<file path="src/rtl/fifo_rd_stream_if.sv">
// Valid/ready stream carrying one word per handshake.
// The master drives valid/data and the slave drives ready.
interface fifo_rd_stream_if #(
  parameter int DATA_WIDTH = 8
);
  logic                  valid;
  logic                  ready;
  logic [DATA_WIDTH-1:0] data;

  modport master (output valid, output data, input ready);
  modport slave  (input valid, input data, output ready);
endinterface

</file>
<file path="src/rtl/fifo_rd_stream.sv">
// Read-side prefetch adapter: turns the FIFO's r_en / one-cycle-latency data /
// registered-empty interface into a valid/ready stream. A small circular buffer
// absorbs the read latency, so reads are issued from registered state only and
// never depend on the downstream ready.
module fifo_rd_stream #(
  parameter int DATA_WIDTH = 8,
  parameter int BUF_DEPTH  = 4,
  parameter int LVL_W      = 3
) (
  input  logic                  clk,
  input  logic                  rst,
  input  logic                  fifo_empty,
  output logic                  fifo_rd_en,
  input  logic [DATA_WIDTH-1:0] fifo_rdata,
  input  logic                  flush,
  fifo_rd_stream_if.master      m,
  output logic [LVL_W-1:0]      level
);

  localparam int CNT_W = $clog2(BUF_DEPTH + 1);
  localparam int IDX_W = $clog2(BUF_DEPTH);
  localparam int SUM_W = CNT_W + 1;

  logic [DATA_WIDTH-1:0] mem [BUF_DEPTH];
  logic [IDX_W-1:0]      rd_idx;
  logic [IDX_W-1:0]      wr_idx;
  logic [CNT_W-1:0]      count;
  logic                  pending;
  logic                  room;
  logic                  capture;
  logic                  pop;

  function automatic logic [IDX_W-1:0] next_idx(input logic [IDX_W-1:0] idx);
    if (idx == IDX_W'(BUF_DEPTH - 1)) begin
      return '0;
    end
    return idx + 1'b1;
  endfunction

  // An in-flight read already owns a slot, so it is counted when checking for room.
  assign room       = (SUM_W'(count) + SUM_W'(pending)) < SUM_W'(BUF_DEPTH);
  assign fifo_rd_en = !rst && !flush && !fifo_empty && room;
  assign capture    = pending && !flush;
  assign pop        = m.valid && m.ready;

  assign m.valid = (count != '0);
  assign m.data  = mem[rd_idx];
  assign level   = LVL_W'(count);

  // Buffer, indices, occupancy and in-flight tracking; flush drops in-flight data.
  always_ff @(posedge clk) begin
    if (rst) begin
      rd_idx  <= '0;
      wr_idx  <= '0;
      count   <= '0;
      pending <= 1'b0;
      for (int i = 0; i < BUF_DEPTH; i++) begin
        mem[i] <= '0;
      end
    end else if (flush) begin
      rd_idx  <= '0;
      wr_idx  <= '0;
      count   <= '0;
      pending <= 1'b0;
    end else begin
      pending <= fifo_rd_en;
      if (capture) begin
        mem[wr_idx] <= fifo_rdata;
        wr_idx      <= next_idx(wr_idx);
      end
      if (pop) begin
        rd_idx <= next_idx(rd_idx);
      end
      count <= count + CNT_W'(capture) - CNT_W'(pop);
    end
  end

`ifndef SYNTHESIS
  // Occupancy can never exceed the buffer size.
  a_no_overflow : assert property (@(posedge clk) disable iff (rst) count <= CNT_W'(BUF_DEPTH));
  // A read is never issued against an empty FIFO.
  a_no_empty_read : assert property (@(posedge clk) fifo_rd_en |-> !fifo_empty);
`endif

endmodule
</file>
<file path="src/flat_wrapper.sv">
// flat-port wrapper written by rule: the top's interface ports become plain ports
module fifo_rd_stream_flat 
#(
  parameter int DATA_WIDTH = 8,
  parameter int BUF_DEPTH  = 4,
  parameter int LVL_W      = 3
)
  (clk, rst, fifo_empty, fifo_rd_en, fifo_rdata, flush, level, m_valid, m_data, m_ready);
  fifo_rd_stream_if #(.DATA_WIDTH(DATA_WIDTH)) m_i ();
  input  logic clk;
  input  logic rst;
  input  logic fifo_empty;
  output logic fifo_rd_en;
  input  logic [DATA_WIDTH-1:0] fifo_rdata;
  input  logic flush;
  output logic [LVL_W-1:0] level;
  output wire logic [$bits(m_i.valid)-1:0] m_valid;
  output wire logic [$bits(m_i.data)-1:0] m_data;
  input wire logic [$bits(m_i.ready)-1:0] m_ready;
  assign m_valid = m_i.valid;
  assign m_data = m_i.data;
  assign m_i.ready = m_ready;
  fifo_rd_stream #(.DATA_WIDTH(DATA_WIDTH), .BUF_DEPTH(BUF_DEPTH), .LVL_W(LVL_W)) u_core (.clk(clk), .rst(rst), .fifo_empty(fifo_empty), .fifo_rd_en(fifo_rd_en), .fifo_rdata(fifo_rdata), .flush(flush), .m(m_i), .level(level));
endmodule
</file>
<file path="config.mk">
export PLATFORM = sky130hd
export DESIGN_NAME = fifo_rd_stream_flat
export DESIGN_NICKNAME = d
export VERILOG_FILES = /design/src/rtl/fifo_rd_stream_if.sv /design/src/rtl/fifo_rd_stream.sv /design/src/flat_wrapper.sv
export SDC_FILE = /design/constraint.sdc
export NUM_CORES = 1
export LEC_CHECK = 0
export BUFFER_PORTS_ARGS = -buffer_cell sky130_fd_sc_hd__buf_2
export CORE_ASPECT_RATIO = 1.5
export CORE_MARGIN = 5
export CORE_UTILIZATION = 60
export DETAILED_ROUTE_END_ITERATION = 6
export GPL_TIMING_DRIVEN = 0
export PLACE_DENSITY = 0.89
export SKIP_LAST_GASP = 1
export SYNTH_ARGS = -nofsm -noshare
export SYNTH_HDL_FRONTEND = slang
export SYNTH_SLANG_ARGS = --single-unit
</file>
<file path="constraint.sdc">
create_clock -name clk -period 4.79 [get_ports clk]
set_input_delay 0.958 -clock clk [delete_from_list [all_inputs] [get_ports clk]]
set_output_delay 0.958 -clock clk [all_outputs]
set_load 0.05 [all_outputs]
</file>
After elaboration in Yosys (flattened, before gate mapping) --
Memories as Yosys holds them, arrays and structs flattened. A register that Yosys moved wholly into a read port is not among the register bits. Index checks and enable logic that the tools add are counted.
Word-level totals: bits in writable memories 32, input bits 13, output and inout bits 13, register bits 8, memories 1
Memory list:
- u_core.mem | words 4, width 8, rd ports 1, clocked after Yosys merged registers in 1, write ports 4, line fifo_rd_stream.sv:24 | logic [DATA_WIDTH-1:0] mem [BUF_DEPTH];
Operators by class: muxes and demuxes 23, magnitude comparators 1, reduce and logical (&&, ||, !) cells 11, add/sub/neg operators 5, equality and inequality tests 2
Operator list (number):
- $mux 1 | 15
- $mux 2 | 7
- $mux 8 | 1
- $reduce_or 8->1 | 1
- $logic_and 1x1->1 | 5
- $add 2x1->2 const B | 2
- $add 3x1->4 | 1
- $eq 2x2->1 const B | 2
- $lt 4x3->1 const B | 1
- $add 3x1->3 | 1
- $logic_not 1->1 | 3
- $reduce_bool 3->1 | 1
- $sub 3x1->3 | 1
- $reduce_or 2->1 | 1

Logic depth before layout (Yosys ltp) --
depth in word-level cells 8, depth in mapped cells 9, depth with buffers taken out 9

Least setup slack after synthesis --
No wires, ideal clock.
path kind input to output, start point input port flush, end point output port fifo_rd_en, path buffers 1, data arrival time 2.472 ns, stages 3, data required time 3.832 ns, slack 1.360 ns, cells stage by stage or2_2 -> clkbuf_1 -> nor3_1
Between the ends: longest elaborated chain between the ends 4
RTL lines:
- start: declaration | line flat_wrapper.sv:15 | input logic flush;
- $logic_not 1->1 | line fifo_rd_stream.sv:42 | assign fifo_rd_en = !rst && !flush && !fifo_empty && room;
- $logic_and 1x1->1 (3 in a row) | line fifo_rd_stream.sv:42
- end: declaration | line flat_wrapper.sv:13 | output logic fifo_rd_en;
No other way between the ends.

Worst setup path after layout --
Same ends and word-level chain as after synthesis.

==> summary.md <==
| Metric | Value |
|---|---|
| Status | complete, no violations |
| Worst path top cell family by delay | buffers and inverters |
| Ports | 26 |
| Reg power frac | 56.0% |
| Setup Fix Bufs, Post-CTS | 0 |
| Leakage | 0.909 nW |
| I/O Buffers | 25 |
| DR vias | 1103 |
| Fin crit period | 2970 ps |
| Top cells by area, synth | edfxtp_1 51%, and2_1 11%, dfxtp_1 11% |
| Detail Route Antenna Nets | 0 |
| Dpl ws | 1830 ps |
| CTS max path bufs | 2 |
| Post_cts resized | 0 |
| Fin nets | 182 |
| Total CTS buffers | 5 |
| Cell taking the most area after synthesis | edfxtp_1 |
| 1st-iter DRT viols | 34 |
| Final Worst Setup Slack | 1820 ps |
| Mapped Area | 1900 um^2 |
| Final worst-path cycle share | 62.1% |
| Synthesized instance count | 131 |
| Max Clock Skew | 8.54 ps |
| Worst Path Arrival | 2020 ps |
| Sequential share of the synthesized area | 61.3% |
| Highest Clock Rate | 0.336 GHz |
| Dpl hpwl | 2370 um |
| Crit end category | output port |
| Pin count of the biggest net entering global routing | 14 |
| Startpoint types | primary input |
| CTS HTree Levels | 2 |
| Post-Syn Area per Cell | 14.5 um^2 |
| FILL cells | 211 |
| Clock sinks | 42 |
| Gr usage total | 17.7% |
| Placed cell count | 196 |
| CP Class | primary input to output port |
| Clk slew on worst S/H paths | 70 ps |
| Worst vdd ir | 237 uV |
| Gp weighted congestion | 0.747 |
| Fin. max-slew vios | 0 |
| # diodes | 0 |
| Sw Ratio | 21.6% |
| Die Y | 78.8 um |
| Critical Path Max Stage Delay | 290 ps |
| Buf/Inv on CP | 3 |
| First-pass detailed-route iteration total | 4 |
| Clock power share | 36.2% |
| Die area | 4410 um^2 |
| Register bit count reported by yosys | 42 |
| Setup TNS | 0 ps |
| Sequence of cells on the critical path | buf_2 > or2_2 > clkbuf_1 > nor3_1 > buf_2 |
| Syn. warnings | 0 |
| Crit-path slowest cell | buf_2 |
| DRC violations left | 0 |
| Layout cells sized above 1 | 30.5% |
| Starting density of the core | 61.2% |
| Grt ovf | 0 |
| WL/cell | 16.4 um |
| Clk Latency, worst-skew pair | 290 ps |
| Worst hold path class | flip-flop to flip-flop |
| Initial antenna violation count | 0 |
| Top cell by count, worst path | buf_2 |
| CP Data Required Time | 3830 ps |
| Area of the core | 3100 um^2 |
| CTS tree | done |
| Worst-margin pin slew | 530 ps |
| CTS root buffer | clkbuf_8 |
| CP max FO | 9 |
| Die X | 55.9 um |
| RSZ-0062 raised after global routing | false |
| Vias in the first global route | 1215 |
| Vias per Instance | 5.41 |
| Power Density | 333 nW/um^2 |
| Hold Vio Cnt, Final | 0 |
| Hold_buf cts | 0 |
| Max-Cap Viols | 0 |
| Syn nets | 150 |
| Distinct cells, synth | 28 |
| Reg2reg setup slack | 2570 ps |
| Finished Layout Cells | 204 |
| Pint | 0.570 mW |
| Post-route total power | 0.727 mW |
| Site Rows | 25 |
| P&R area growth vs syn | 15.1% |
| P_sw | 0.157 mW |
| Post-Route WL | 3340 um |
| Fin Hold WS | 499 ps |
| Setup violations, final | 0 |
| Comb pwr share | 7.8% |
| First-pass GRT wire length | 5670 um |
| Share of the synthesized area in the top cell type | 50.7% |
| Slew Limit Headroom | 64.4% |
==> area by class of cell <==
type	count	area, um^2	area share [%]
Timing Repair Buffer	25	125	5.73
Inverter	6	22.5	1.03
Tap cell	40	50.0	2.29
Clock buffer	8	111	5.10
Sequential cell	42	1160	53.2
Multi-Input combinational cell	77	679	31.1
Buffer	6	32.5	1.49
==> through the flow <==
stage	util, %	cell area [um^2]
after detailed placement	66.9	2070
after global routing	70.5	2180
after CTS	70.5	2180
final	70.5	2180
after floorplan	-	1900
after global placement	66.9	2070
==> worst paths after layout <==
check,endpoint,depth (start not counted),startpoint
setup / recovery,fifo_rd_en,5,flush
hold / removal,u_core.rd_idx[0]$_SDFFE_PP0N_,2,u_core.rd_idx[0]$_SDFFE_PP0N_
setup reg to reg,u_core.level[2]$_SDFF_PP0_,9,u_core.level[1]$_SDFF_PP0_
hold reg to reg,u_core.rd_idx[0]$_SDFFE_PP0N_,2,u_core.rd_idx[0]$_SDFFE_PP0N_
==> registers in the layout, summed over array words and instances, names as in the netlist, named ones only <==
register and cells:
u_core.rd_idx 2, u_core.mem 32, u_core.level 3, u_core.wr_idx 2
u_core.pending 1
==> cell families (layout without fill, tap and decap cells) <==
| group | after synthesis | in the layout | share of synthesized area (%) |
|---|---|---|---|
| mux | 11 | 11 | 11.1 |
| simple gates | 54 | 54 | 18.2 |
| buf+inv | 12 | 45 | 2.90 |
| fa+ha+maj | 6 | 6 | 4.36 |
| flops | 42 | 42 | 61.3 |
| xor+xnor | 1 | 1 | 0.462 |
| compound gates | 5 | 5 | 1.78 |
==> power by group through the flow <==
stage	sequential [mW]	combinational, mW	clock [mW]
5_1_grt	0.408	0.0615	0.289
3_3_place_gp	0.414	0.0554	0
2_1_floorplan	0.416	0.0370	0
6_report	0.407	0.0570	0.263
3_5_place_dp	0.415	0.0570	0
4_1_cts	0.407	0.0574	0.271
==> cells in the final DEF, fill, tap and decap left out, types with 5 or more instances in the layout <==
cell / count
and2_1: 32
buf_2: 27
clkbuf_8: 6
dfxtp_1: 10
edfxtp_1: 32
ha_1: 5
inv_1: 6
mux4_2: 8
nor2_1: 7
==> metal layers <==
metal | global-route usage (%) | vias to the layer above | share of wire, %
met5 | 0 | - | 0
met4 | 9.50 | 0 | 2.2
met3 | 6.18 | 7 | 6.5
met2 | 31.0 | 29 | 54
met1 | 18.3 | 536 | 37
li1 | - | 531 | -
==> worst register-to-register path, delay by kind of cell (launching register included) <==
kind | cells | cell delay, ps
buffers and inverters | 3 | 200
XOR/XNOR | 1 | 160
AO/OA/AOI/OAI | 1 | 510
AND/OR/NAND/NOR | 1 | 60
flip-flops | 1 | 380
adder cells (fa/ha/maj) | 3 | 790
==> synthesized netlist by cell type (all sizes together) <==
cell,instances
a21oi,2
a31o,1
or2,4
xnor2,1
ha,5
fa,1
edfxtp,32
nor3,2
and4b,1
and2,32
clkbuf,1
buf,5
dfxtp,10
inv,6
mux2i,3
mux4,8
nor3b,3
and3b,2
nor2,7
o31ai,1
or3,2
o211ai,1
nand2,1
Note: power is estimated with default switching activity, not from simulation.
